<file path="src/rtl/z80_isr_tracker_if.sv">
// ---------------------------------------------------------------------------
// z80_isr_tracker_if
// Z80 CPU bus signals as seen by the instruction tracker.
//   m1_n   : Z80 M1 (opcode fetch / interrupt acknowledge), active low
//   iorq_n : Z80 IORQ, active low
//   rd_n   : Z80 RD, active low
//   data   : 8-bit Z80 data bus
// Modports:
//   master : the side that drives the bus (CPU model, bench)
//   slave  : passive observer (the tracker)
// ---------------------------------------------------------------------------
interface z80_isr_tracker_if;
    logic       m1_n;
    logic       iorq_n;
    logic       rd_n;
    logic [7:0] data;

    modport master (output m1_n, iorq_n, rd_n, data);
    modport slave  (input  m1_n, iorq_n, rd_n, data);
endinterface

</file>
<file path="src/rtl/z80_isr_tracker.sv">
// ---------------------------------------------------------------------------
// z80_isr_tracker
// Watches Z80 M1 cycles, decodes prefix sequences (CB / ED / DD / FD) and
// reports, for every completed instruction, its prefix class, control-flow
// class and I/O class. Interrupt-acknowledge M1 cycles are flagged and
// otherwise ignored.
//
// Optional feature (macro Z80_ISR_TRACKER_HIST_EN): circular history of the
// last HIST_DEPTH completed instructions, readable combinationally. Without
// the macro no storage is built and hist_data / hist_count read as 0.
//
// Ports:
//   clk, reset_n  : clock, asynchronous active-low reset
//   bus           : Z80 bus (slave modport of z80_isr_tracker_if)
//   new_isr       : next M1 begins a new instruction
//   isr_done      : 1-clk pulse when an instruction completes
//   prefix        : 00 none, 01 CB, 10 ED, 11 DD/FD
//   xy_sel        : 0 = IX, 1 = IY (meaningful when prefix = 11)
//   jmp_class     : control-flow class of last completed instruction
//   last_isr_jmp  : jmp_class == 1 (unconditional JP nn)
//   io_valid      : last completed instruction was IN/OUT
//   io_direction  : 0 = OUT, 1 = IN (holds when io_valid drops)
//   int_ack       : 1-clk pulse on interrupt-acknowledge M1
//   hist_idx      : history read index, 0 = most recent
//   hist_data     : {prefix, xy_sel, opcode} of selected entry
//   hist_count    : valid history entries, saturating at HIST_DEPTH
// ---------------------------------------------------------------------------
module z80_isr_tracker #(
    parameter int  HIST_DEPTH = 8,
    localparam int HW         = $clog2(HIST_DEPTH)
) (
    input  logic                    clk,
    input  logic                    reset_n,
    z80_isr_tracker_if.slave        bus,
    output logic                    new_isr,
    output logic                    isr_done,
    output logic [1:0]              prefix,
    output logic                    xy_sel,
    output logic [2:0]              jmp_class,
    output logic                    last_isr_jmp,
    output logic                    io_valid,
    output logic                    io_direction,
    output logic                    int_ack,
    input  logic [HW-1:0]           hist_idx,
    output logic [10:0]             hist_data,
    output logic [HW:0]             hist_count
);

    typedef enum logic [1:0] {ST_OP, ST_CB, ST_ED, ST_XY} state_t;

    state_t     state, state_next;
    logic [7:0] opcode;
    logic       m1_low_q;     // previous sample had m1_n = 0
    logic       iack_q;       // current M1 is an interrupt acknowledge
    logic       commit, iack_start, is_idx_byte, is_pfx;
    logic       done, done_io_valid, done_io_dir;
    logic [1:0] done_prefix;
    logic [2:0] done_jmp;

    // Rising edge of m1_n, except after an interrupt acknowledge M1.
    assign commit      = bus.m1_n && m1_low_q && !iack_q;
    assign iack_start  = !bus.m1_n && !bus.iorq_n && !iack_q;
    assign is_idx_byte = (opcode == 8'hDD) || (opcode == 8'hFD);

    // Control-flow class of an unprefixed opcode.
    function automatic logic [2:0] op_jmp_class(input logic [7:0] op);
        if (op == 8'hC3)                                         return 3'd1;
        if (op[7:6] == 2'b11 && op[2:0] == 3'b010)               return 3'd2;
        if (op == 8'h18 || op == 8'h10 ||
            (op[7:5] == 3'b001 && op[2:0] == 3'b000))            return 3'd3;
        if (op == 8'hCD || (op[7:6] == 2'b11 && op[2:0] == 3'b100)) return 3'd4;
        if (op == 8'hC9 || (op[7:6] == 2'b11 && op[2:0] == 3'b000)) return 3'd5;
        if (op[7:6] == 2'b11 && op[2:0] == 3'b111)               return 3'd6;
        if (op == 8'hE9)                                         return 3'd7;
        return 3'd0;
    endfunction

    // Bus sampling: opcode capture, M1 edge detect, int-ack tracking.
    always_ff @(posedge clk or negedge reset_n) begin
        if (!reset_n) begin
            opcode   <= 8'h00;
            m1_low_q <= 1'b0;
            iack_q   <= 1'b0;
        end else begin
            // NOTE: non-blocking so every register sees pre-edge values of its peers.
            m1_low_q <= !bus.m1_n;
            if (!bus.m1_n && !bus.rd_n && bus.iorq_n)
                opcode <= bus.data;
            if (bus.m1_n)
                iack_q <= 1'b0;
            else if (!bus.iorq_n)
                iack_q <= 1'b1;
        end
    end

    // FSM: state register.
    always_ff @(posedge clk or negedge reset_n) begin
        if (!reset_n) state <= ST_OP;
        else          state <= state_next;
    end

    // FSM: next state. is_pfx marks a commit that does not finish the instruction.
    always_comb begin
        // NOTE: defaults first so no path leaves a value unassigned (no latches).
        state_next = state;
        is_pfx     = 1'b0;
        if (iack_start) begin
            state_next = ST_OP;
        end else if (commit) begin
            unique case (state)
                ST_OP:   is_pfx = is_idx_byte || opcode == 8'hCB || opcode == 8'hED;
                ST_XY:   is_pfx = is_idx_byte || opcode == 8'hED;  // CB after DD/FD completes
                default: is_pfx = 1'b0;
            endcase
            if (!is_pfx)               state_next = ST_OP;
            else if (opcode == 8'hCB)  state_next = ST_CB;
            else if (opcode == 8'hED)  state_next = ST_ED;  // ED drops a pending index prefix
            else                       state_next = ST_XY;
        end
    end

    // FSM: decode of what a completing commit reports.
    always_comb begin
        done          = commit && !is_pfx;
        done_prefix   = 2'b00;
        done_jmp      = 3'd0;
        done_io_valid = 1'b0;
        done_io_dir   = 1'b0;
        unique case (state)
            ST_OP: begin
                done_jmp = op_jmp_class(opcode);
                if (opcode == 8'hD3 || opcode == 8'hDB) begin
                    done_io_valid = 1'b1;
                    done_io_dir   = opcode[3];
                end
            end
            ST_CB: done_prefix = 2'b01;
            ST_ED: begin
                done_prefix = 2'b10;
                if (opcode == 8'h45 || opcode == 8'h4D) done_jmp = 3'd5;  // RETN / RETI
                // IN r,(C) / OUT (C),r and the block I/O group; bit 0 clear means IN.
                if ((opcode[7:6] == 2'b01  && opcode[2:1] == 2'b00) ||
                    (opcode[7:5] == 3'b101 && opcode[2:1] == 2'b01)) begin
                    done_io_valid = 1'b1;
                    done_io_dir   = !opcode[0];
                end
            end
            ST_XY: begin
                done_prefix = 2'b11;
                if (opcode == 8'hE9) done_jmp = 3'd7;  // JP (IX) / JP (IY)
            end
            default: ;
        endcase
    end

    // Registered outputs: hold between completions, pulses last one clk.
    always_ff @(posedge clk or negedge reset_n) begin
        if (!reset_n) begin
            new_isr      <= 1'b1;
            isr_done     <= 1'b0;
            int_ack      <= 1'b0;
            prefix       <= 2'b00;
            xy_sel       <= 1'b0;
            jmp_class    <= 3'd0;
            io_valid     <= 1'b0;
            io_direction <= 1'b0;
        end else begin
            isr_done <= done;
            int_ack  <= iack_start;
            if (iack_start)  new_isr <= 1'b1;
            else if (commit) new_isr <= done;
            if (commit && is_idx_byte && (state == ST_OP || state == ST_XY))
                xy_sel <= (opcode == 8'hFD);
            if (done) begin
                prefix    <= done_prefix;
                jmp_class <= done_jmp;
                io_valid  <= done_io_valid;
                if (done_io_valid) io_direction <= done_io_dir;
            end
        end
    end

    assign last_isr_jmp = (jmp_class == 3'd1);

`ifdef Z80_ISR_TRACKER_HIST_EN
    logic [10:0]   hist_mem [HIST_DEPTH];
    logic [HW-1:0] wr_ptr, rd_ptr;
    logic [10:0]   push_entry;

    // The IX/IY bit is only meaningful for index-prefixed entries.
    assign push_entry = {done_prefix, (done_prefix == 2'b11) ? xy_sel : 1'b0, opcode};

    always_ff @(posedge clk or negedge reset_n) begin
        if (!reset_n) begin
            wr_ptr     <= '0;
            hist_count <= '0;
        end else if (done) begin
            wr_ptr <= wr_ptr + HW'(1);  // power-of-2 depth: wraps naturally
            if (hist_count != (HW+1)'(HIST_DEPTH))
                hist_count <= hist_count + (HW+1)'(1);
        end
    end

    // NOTE: storage is not reset; entries at or beyond hist_count are masked on read.
    always_ff @(posedge clk) begin
        if (done) hist_mem[wr_ptr] <= push_entry;
    end

    assign rd_ptr    = wr_ptr - HW'(1) - hist_idx;
    assign hist_data = ({1'b0, hist_idx} < hist_count) ? hist_mem[rd_ptr] : 11'h000;
`else
    logic unused_hist_idx;
    assign unused_hist_idx = ^hist_idx;
    assign hist_data       = 11'h000;
    assign hist_count      = '0;
`endif

endmodule
</file>
<file path="src/flat_wrapper.sv">
// flat-port wrapper written by rule: the top's interface ports become plain ports
module z80_isr_tracker_flat 
#(
    parameter int  HIST_DEPTH = 8,
    localparam int HW         = $clog2(HIST_DEPTH)
)
  (clk, reset_n, new_isr, isr_done, prefix, xy_sel, jmp_class, last_isr_jmp, io_valid, io_direction, int_ack, hist_idx, hist_data, hist_count, bus_m1_n, bus_iorq_n, bus_rd_n, bus_data);
  z80_isr_tracker_if bus_i ();
  input  logic clk;
  input  logic reset_n;
  output logic new_isr;
  output logic isr_done;
  output logic [1:0] prefix;
  output logic xy_sel;
  output logic [2:0] jmp_class;
  output logic last_isr_jmp;
  output logic io_valid;
  output logic io_direction;
  output logic int_ack;
  input  logic [HW-1:0] hist_idx;
  output logic [10:0] hist_data;
  output logic [HW:0] hist_count;
  input wire logic [$bits(bus_i.m1_n)-1:0] bus_m1_n;
  input wire logic [$bits(bus_i.iorq_n)-1:0] bus_iorq_n;
  input wire logic [$bits(bus_i.rd_n)-1:0] bus_rd_n;
  input wire logic [$bits(bus_i.data)-1:0] bus_data;
  assign bus_i.m1_n = bus_m1_n;
  assign bus_i.iorq_n = bus_iorq_n;
  assign bus_i.rd_n = bus_rd_n;
  assign bus_i.data = bus_data;
  z80_isr_tracker #(.HIST_DEPTH(HIST_DEPTH)) u_core (.clk(clk), .reset_n(reset_n), .bus(bus_i), .new_isr(new_isr), .isr_done(isr_done), .prefix(prefix), .xy_sel(xy_sel), .jmp_class(jmp_class), .last_isr_jmp(last_isr_jmp), .io_valid(io_valid), .io_direction(io_direction), .int_ack(int_ack), .hist_idx(hist_idx), .hist_data(hist_data), .hist_count(hist_count));
endmodule
</file>
<file path="config.mk">
export PLATFORM = sky130hd
export DESIGN_NAME = z80_isr_tracker_flat
export DESIGN_NICKNAME = d
export VERILOG_FILES = /design/src/rtl/z80_isr_tracker_if.sv /design/src/rtl/z80_isr_tracker.sv /design/src/flat_wrapper.sv
export SDC_FILE = /design/constraint.sdc
export NUM_CORES = 1
export LEC_CHECK = 0
export ABC_AREA = 1
export CAP_MARGIN = 20
export CORE_AREA = 2 2 57 59
export DETAILED_ROUTE_END_ITERATION = 16
export DIE_AREA = 0 0 59 61
export HOLD_SLACK_MARGIN = 0.03
export PLACE_DENSITY = 0.91
export SLEW_MARGIN = 20
export SYNTH_ARGS = -nofsm -noshare
export SYNTH_HDL_FRONTEND = slang
export SYNTH_SLANG_ARGS = --single-unit
</file>
<file path="constraint.sdc">
create_clock -name clk -period 3.2 [get_ports clk]
set_input_delay 0.32 -clock clk [delete_from_list [all_inputs] [get_ports clk]]
set_output_delay 0.32 -clock clk [all_outputs]
set_load 0.05 [all_outputs]
</file>
==> results_dict.tcl, run 1 <==
set metrics [dict create \
    grt_pass1_vias 1063 \
    ys_seq_elements 23 \
    final_core_util_pct 57.0 \
    antenna_cells 0 \
    syn_area_sq_um 1430 \
    end_kind "output port" \
    hold_viol 0 \
    place_ws_ns 1.50 \
    synth_top_family_by_area "simple AND/OR/NAND/NOR gates" \
    avgRoutedWirePerCell_um 11.1 \
    die_y_um 61 \
    critPathArrivalTime_ns 1.75 \
    antenna_found_initial 0 \
    clk_pin_slew_ns 0.13 \
    synth_fa_ha_area_share_pct 5.24 \
    via_per_inst 4.82 \
    initial_core_util_pct 48.6 \
    ir_worst_vdd_mv 0.262 \
    num_io_pins 43 \
    io_buffers 24 \
    synth.area.top_cells "dfrtp_1 38%, nand2_1 10%, buf_4 7.9%" \
    gr-total-overflow 0 \
    required_ns 2.88 \
    drt_pass1_iterations 4 \
    post-synth-top-area-fraction_pct 38.4 \
    synth_cells 182 \
    crit_chain "nor3b_1, clkdlybuf4s50_1" \
    synth_area_leader_cell "dfrtp_1" \
    n_fill_cell 282 \
    power.density_nw_per_um2 477 \
    rsz0062_at_grt "no" \
    fin_area_sq_um 1680 \
    final_antenna_net_count 0 \
    critPathLaunchType "flop" \
    synth_mux_area_share_pct 0 \
    drt_iter0_drc 53 \
    cpPeakStageDelay_ns 0.83 \
    cts_resized 0 \
    met1_usage_pct 23.1 \
    met2_usage_pct 27.1 \
    cap_violations 0 \
    drc 0 \
    period_share_pct 64.8 \
    critPathBufInv 1 \
    finalClockSkew_ns 0.00237 \
    yosysSeqAreaShare_pct 40.2 \
    setup_ws_ns 1.13 \
    syn_to_final_growth_pct 17.5 \
    cts_tree "built" \
    fin_nets 232 \
    slew_viol_final 0 \
    synth_edf_count 0 \
    finalSetupTns_ns 0 \
    synth_xor_area_share_pct 0 \
    worst_slew_pin_slew_ns 0.520 \
    dieArea_sq_um 3600 \
    finalPower_uw 803 \
    setup_viol 0 \
    grt_pass1_wl_mm 4.60 \
    rows 20 \
    track_usage_pct 16.6 \
    setup.worst_path.start "u_core.jmp_class[1]" \
    criticalPathCategory "flop to output port" \
    synth_common_cells "40 x nand2_1, 24 x nor2_1, 22 x dfrtp_1, 16 x inv_1, 15 x buf_4" \
    status "completed" \
    busiest_layer "met2" \
    clock_latency_ns 0.32 \
    crit_family "buffers and inverters" \
    yosysWarnings 0 \
    synth-main-ff-cell "dfrtp_1" \
    ff_latch_area_sq_um 577 \
    synth.most_common_cell "nand2_1" \
    crit_path_max_fanout 3 \
    power.leakage_nw 0.842 \
    fmax_mhz 483 \
    core_area_sq_um 2950 \
    cp_slowest_cell "clkdlybuf4s50_1" \
    clockRootBuffer "clkbuf_4" \
    hpwl_mm 2.09 \
    slew_headroom_pct 65.2 \
    grt_use_met3_pct 1.92 \
    ys_async_sr_fraction_pct 100 \
    cts_buffer_depth 2 \
    hold_class "input pin to asynchronous set/reset pin" \
    cts.sinks 23 \
    cts_buffers 3 \
    grt_max_degree 24 \
    syn_avg_cell_area_sq_um 7.88 \
    die_w_um 59 \
    post_dp_cell_area_sq_um 1650 \
    drive_gt1_share_pct 10.0 \
    wl_mm 2.68 \
    htreeDepth 1 \
    finalCriticalPeriod_ns 2.07 \
    place.gp.congestion 0.853 \
    ys_types 28 \
    synth_simple_gate_area_share_pct 32.3 \
    r2r-start "u_core.state[0]" \
    num_vias 1166 \
    synth_compound_area_share_pct 8.29 \
    multi_input_area_sq_um 713 \
]
==> cells by family (layout without fill, tap and decap cells) <==
group	Yosys count	after routing
flops	23	23
buf+inv	36	49
fa+ha+maj	6	6
other cells	1	15
compound gates	21	21
simple gates	95	95
==> flip-flops by register name (all words and copies together), names as in the netlist <==
name and count:
u_core.isr_done 1, u_core.xy_sel 1, u_core.jmp_class 3, u_core.io_valid 1
u_core.new_isr 1, u_core.iack_q 1, u_core.int_ack 1, u_core.prefix 2
u_core.m1_low_q 1, u_core.opcode 8, u_core.io_direction 1, u_core.state 2
==> cell type report <==
| cell class | instances | area share [%] |
|---|---|---|
| multi-input combinational | 137 | 42.3 |
| sequential | 23 | 34.2 |
| timing repair buffer | 25 | 14.6 |
| inverter | 20 | 4.75 |
| tap | 33 | 2.45 |
| clock buffer | 3 | 1.34 |
| clock inverter | 1 | 0.297 |
==> report_power, final <==
part	switching, mW	internal (mW)
clock	0.0928	0.0468
combinational	0.210	0.0884
sequential	0.0381	0.327
==> final timing paths <==
kind	cells past startpoint	slack, ns	endpoint
setup reg to reg	9	1.66	u_core.io_direction
setup / recovery	2	1.13	last_isr_jmp
hold / removal	2	0.48	u_core.jmp_class[1]
hold reg to reg	2	0.48	u_core.io_valid
min in group clk	2	0.48	u_core.io_valid
max in group asynchronous	2	2.36	u_core.new_isr
==> per-stage QoR <==
step                      cells  hold WS, ns
after global placement      237        0.459
after global routing        242        0.515
after CTS                   241        0.492
after detailed placement    237        0.460
after floorplan             196       0.0244
final                       242        0.480
==> repair_timing <==
action                                 in CTS  in global routing
setup buffers                               0                  0
endpoints found under the hold margin       0                 22
hold buffers                                0                  1
==> per-layer routing <==
metal	wire, um	part of all wire [%]
met4	35	1.3
met1	1230	46
met3	145	5.4
met2	1270	48
met5	0	0
==> layout by cell type (no fill, tap or decap) <==
cell and count:
a21oi_1 12, and2_1 2, buf_2 1, nand2_2 1, o211ai_2 1, nor2_1 24, o22ai_1 3, nor3b_1 1
nand2_4 3, o21bai_1 1, inv_2 3, inv_1 16, nor2_4 1, nor3_1 2, clkinv_2 1, nor3_2 1
dlygate4sd3_1 1, nand2_1 40, dfstp_2 1, nand3_1 9, nand2_8 1, nand3_2 1, ha_1 6, conb_1 15
clkbuf_4 3, clkdlybuf4s50_1 23, nor2_2 2, dfrtp_1 22, nand4_1 7, clkinv_4 1, o21ai_0 4
==> worst reg2reg max path, cell delays in order (launching register included) <==
cell     delay, ns
dfrtp_1       0.44
inv_1         0.14
ha_1          0.23
nand2_1       0.07
a21oi_1       0.11
nand2_1       0.10
nand2_1       0.12
nand3_1       0.11
nand2_1       0.08
nand2_1       0.05
Note: power is estimated with default switching activity, not from simulation.
==> run 2, diff against run 1 <==
--- a/config.mk
+++ b/config.mk
@@ -7,11 +7,11 @@
 export LEC_CHECK = 0
 export ABC_AREA = 1
 export CAP_MARGIN = 20
-export CORE_AREA = 2 2 57 59
+export CORE_AREA = 2 2 62 64
 export DETAILED_ROUTE_END_ITERATION = 16
-export DIE_AREA = 0 0 59 61
+export DIE_AREA = 0 0 64 66
 export HOLD_SLACK_MARGIN = 0.03
-export PLACE_DENSITY = 0.91
+export PLACE_DENSITY = 0.82
 export SLEW_MARGIN = 20
 export SYNTH_ARGS = -nofsm -noshare
 export SYNTH_HDL_FRONTEND = slang
==> constraint.sdc (replaced) <==
create_clock -name clk -period 1.9 [get_ports clk]
set_input_delay 0.19 -clock clk [delete_from_list [all_inputs] [get_ports clk]]
set_output_delay 0.19 -clock clk [all_outputs]
set_load 0.05 [all_outputs]
==> results_dict.tcl, run 2 (synthesis gave the netlist of run 1 again) <==
set metrics [dict create \
    power.density_nw_per_um2 791 \
    place_ws_ns 0.367 \
    rsz0062_at_grt "no" \
    cts.sinks 23 \
    crit_path_max_fanout 3 \
    finalSetupTns_ns 0 \
    final_antenna_net_count 0 \
    core_area_sq_um 3550 \
    io_buffers 24 \
    avgRoutedWirePerCell_um 10.3 \
    fin_area_sq_um 1710 \
    critPathLaunchType "flop" \
    place.gp.congestion 0.902 \
    drive_gt1_share_pct 11.0 \
    clock_latency_ns 0.32 \
    initial_core_util_pct 40.4 \
    cts_buffer_depth 2 \
    setup_viol 0 \
    drc 0 \
    grt_max_degree 24 \
    status "completed" \
    num_vias 1170 \
    rows 22 \
    multi_input_area_sq_um 718 \
    power.leakage_nw 0.848 \
    clk_pin_slew_ns 0.13 \
    syn_to_final_growth_pct 19.3 \
    hpwl_mm 2.06 \
    clockRootBuffer "clkbuf_4" \
    num_io_pins 43 \
    finalClockSkew_ns 0.00263 \
    reg2regPathDepth 9 \
    worst_slew_pin_slew_ns 0.497 \
    critPathArrivalTime_ns 1.54 \
    criticalPathCategory "flop to output port" \
    top_regs "u_core.opcode x8, u_core.jmp_class x3" \
    drt_iter0_drc 39 \
    largest_register_ffs 8 \
    antenna_cells 0 \
    fmax_mhz 577 \
    die_y_um 66 \
    r2r_slack_ns 0.34 \
    critPathBufInv 1 \
    regMostFlops "u_core.opcode" \
    finalCriticalPeriod_ns 1.73 \
    wl_mm 2.65 \
    final_common_cell "nand2_1" \
    cts_tree "built" \
    crit_chain "clkdlybuf4s50_1" \
    cts_buffers 3 \
    drt_pass1_iterations 4 \
    setup_ws_ns 0.166 \
    gr-total-overflow 0 \
    crit_family "buffers and inverters" \
    cp_slowest_cell "clkdlybuf4s50_1" \
    r2r-end "u_core.io_direction" \
    hold_class "input pin to asynchronous set/reset pin" \
    track_usage_pct 14.2 \
    final_cell_mix "40 x nand2_1, 24 x nor2_1, 22 x clkdlybuf4s50_1, 22 x dfrtp_1, 16 x inv_1" \
    cts_hold_buffers 0 \
    htreeDepth 1 \
    via_per_inst 4.55 \
    fin_nets 232 \
    required_ns 1.71 \
    slew_headroom_pct 66.8 \
    end_kind "output port" \
    r2r-start "u_core.state[0]" \
    cap_violations 0 \
    die_w_um 64 \
    ir_worst_vdd_mv 0.369 \
    ff_latch_area_sq_um 577 \
    hold_viol 0 \
    slew_viol_final 0 \
    period_share_pct 91.3 \
    n_fill_cell 344 \
    antenna_found_initial 0 \
    dieArea_sq_um 4220 \
    grt_pass1_wl_mm 4.73 \
    post_dp_cell_area_sq_um 1680 \
    final_core_util_pct 48.2 \
    cpPeakStageDelay_ns 0.81 \
    grt_pass1_vias 1083 \
]
[run 2: changes by cell type in the layout (fill, tap and decap cells not counted)]
cell             previous run  this run
clkdlybuf4s50_1            23        22
dlymetal6s2s_1              0         1
dlygate4sd3_1               1         0
nor3b_2                     0         1
buf_2                       1         0
buf_4                       0         2
nor3b_1                     1         0
[run 2: final cells by class]
cell class	count	area share [%]
repair buffers	25	14.5
clock inverters	1	0.293
flip-flops and latches	23	33.7
inverters	20	4.68
clock buffers	3	1.32
multi-input cells	137	42.0
well taps	48	3.51
[run 2: power by group]
group | switching, mW | internal, mW | total, mW | leakage (nW)
clock | 0.158 | 0.0791 | 0.237 | 0.0177
combinational | 0.351 | 0.150 | 0.500 | 0.546
sequential | 0.0662 | 0.550 | 0.616 | 0.284
[run 2: repair_timing]
action	CTS	global route
endpoints found under the setup margin	0	1
setup buffers	0	0
resized for setup	0	1
[run 2: how the worst max path moves through the flow]
| stage | cells past startpoint | slack [ns] | from | to |
|---|---|---|---|---|
| 2_1_floorplan | 1 | 0.34 | u_core.jmp_class[0] | last_isr_jmp |
| 3_3_place_gp | 9 | 0.40 | u_core.state[0] | u_core.io_direction |
| 3_5_place_dp | 9 | 0.37 | u_core.state[0] | u_core.io_direction |
| 4_1_cts | 1 | 0.04 | u_core.new_isr | new_isr |
| 5_1_grt | 1 | 0.11 | u_core.jmp_class[2] | jmp_class[2] |
| 6_report | 1 | 0.17 | u_core.jmp_class[2] | jmp_class[2] |
[run 2: per-layer routing]
metal / global-route usage, % / wire length, um / vias to the layer above
met4: 4.35 / 35 / 0
met2: 23.2 / 1220 / 36
met3: 2.73 / 137 / 5
met5: 0 / 0 / -
li1: - / - / 606
met1: 19.0 / 1260 / 523
[run 2: metrics by stage]
| stage | std cells | power (mW) | hold slack (ns) |
|---|---|---|---|
| 2_1_floorplan | 196 | 1.00 | -0.106 |
| 3_3_place_gp | 253 | 1.12 | 0.457 |
| 3_5_place_dp | 253 | 1.13 | 0.470 |
| 4_1_cts | 257 | 1.36 | 0.206 |
| 5_1_grt | 257 | 1.44 | 0.239 |
| 6_report | 257 | 1.35 | 0.198 |
==> run 3, diff against run 2 <==
==> constraint.sdc (replaced) <==
create_clock -name clk -period 1.9 [get_ports clk]
set_input_delay 0.19 -clock clk [delete_from_list [all_inputs] [get_ports clk]]
set_output_delay 0.19 -clock clk [all_outputs]
set_load 0.005 [all_outputs]
==> results_dict.tcl, run 3 (synthesis gave the netlist of run 1 again) <==
set metrics [dict create \
    status "completed" \
    finalClockSkew_ns 0.00181 \
    fmax_mhz 610 \
    final_common_cell "nand2_1" \
    n_fill_cell 350 \
    final_antenna_net_count 0 \
    finalCriticalPeriod_ns 1.64 \
    setup_ws_ns 0.260 \
    clockRootBuffer "clkbuf_4" \
    slew_viol_final 0 \
    cts_tree "built" \
    core_area_sq_um 3550 \
    htreeDepth 1 \
    post_cts_buffers 0 \
    fin_nets 232 \
    hold_viol 0 \
    num_io_pins 43 \
    hold-worst-slack_ns 0.206 \
    period_share_pct 86.3 \
    grt_max_degree 24 \
    hpwl_mm 2.11 \
    die_w_um 64 \
    syn_to_final_growth_pct 18.9 \
    place_ws_ns 0.370 \
    hold_class "input pin to asynchronous set/reset pin" \
    required_ns 1.71 \
    io_buffers 24 \
    ff_latch_area_sq_um 577 \
    power.leakage_nw 0.842 \
    top_regs "u_core.opcode x8, u_core.jmp_class x3" \
    cts_buffer_depth 2 \
    reg2regPathDepth 10 \
    largest_register_ffs 8 \
    r2r_slack_ns 0.36 \
    crit_path_max_fanout 3 \
    criticalPathCategory "flop to output port" \
    antenna_cells 0 \
    antenna_found_initial 0 \
    final_cell_mix "40 x nand2_1, 24 x nor2_1, 24 x clkdlybuf4s50_1" \
    cts_buffers 3 \
    final_core_util_pct 48.0 \
    multi_input_area_sq_um 713 \
    drt_pass1_iterations 4 \
    regMostFlops "u_core.opcode" \
    dr_wl_met2_mm 1.25 \
    setup_viol 0 \
    critPathArrivalTime_ns 1.45 \
    route.met3.wl_um 150 \
    drc 0 \
    num_vias 1188 \
    cap_violations 0 \
    gr-total-overflow 0 \
    clk_pin_slew_ns 0.12 \
    grt_pass1_vias 1116 \
    dp_cells 253 \
    fin_area_sq_um 1710 \
    clock_latency_ns 0.31 \
    die_y_um 66 \
    cts_resized 0 \
    initial_core_util_pct 40.4 \
    wl_mm 2.66 \
    rsz0062_at_grt "no" \
    final_cells 257 \
    post_dp_cell_area_sq_um 1680 \
    m1WireLength_mm 1.21 \
    grt_pass1_wl_mm 4.78 \
    cts_hold_buffers 0 \
    finalPower_mw 1.18 \
    ir_worst_vdd_mv 0.325 \
    end_kind "output port" \
    cts.sinks 23 \
    via_per_inst 4.62 \
    avgRoutedWirePerCell_um 10.4 \
    drt_iter0_drc 40 \
    finalSetupTns_ns 0 \
    critPathLaunchType "flop" \
    power.density_nw_per_um2 690 \
    dieArea_sq_um 4220 \
    place.gp.congestion 0.932 \
    drive_gt1_share_pct 10.0 \
    top_layer_used "met4" \
    track_usage_pct 14.2 \
    rows 22 \
]
run 3: cell count changes in the layout (fill, tap and decap cells not counted), sizes merged:
cell,previous run,this run
clkdlybuf4s50,22,24
buf,2,1
dlymetal6s2s,1,0
run 3: critical path: stages, from the launching register on:
cell and delay, ns:
dfrtp_1 0.42, nor3b_1 0.20, clkdlybuf4s50_1 0.52
run 3: final timing paths:
check | start | end
worst max-delay path | u_core.jmp_class[1] | last_isr_jmp
worst min-delay path | reset_n | u_core.jmp_class[0]
worst max register to register | u_core.opcode[5] | u_core.jmp_class[2]
worst min register to register | u_core.prefix[0] | u_core.prefix[0]
max in group asynchronous | reset_n | u_core.new_isr
min in group clk | bus_data[2] | u_core.opcode[2]
run 3: final cells by class:
type,count,area share (%)
clock buffers,3,1.32
clock inverters,1,0.293
inverters,20,4.70
multi-input cells,137,41.8
flip-flops and latches,23,33.8
well taps,48,3.52
repair buffers,25,14.5
run 3: power breakdown:
part | switching (mW) | internal [mW] | total, mW
clock | 0.146 | 0.0787 | 0.224
sequential | 0.0643 | 0.550 | 0.614
combinational | 0.189 | 0.150 | 0.339
total | 0.399 | 0.778 | 1.18
run 3: layer usage:
layer | up-vias | GRT usage, %
li1 | 606 | -
met1 | 529 | 19.1
met2 | 46 | 23.2
met3 | 7 | 1.87
met4 | 0 | 5.16
met5 | - | 0
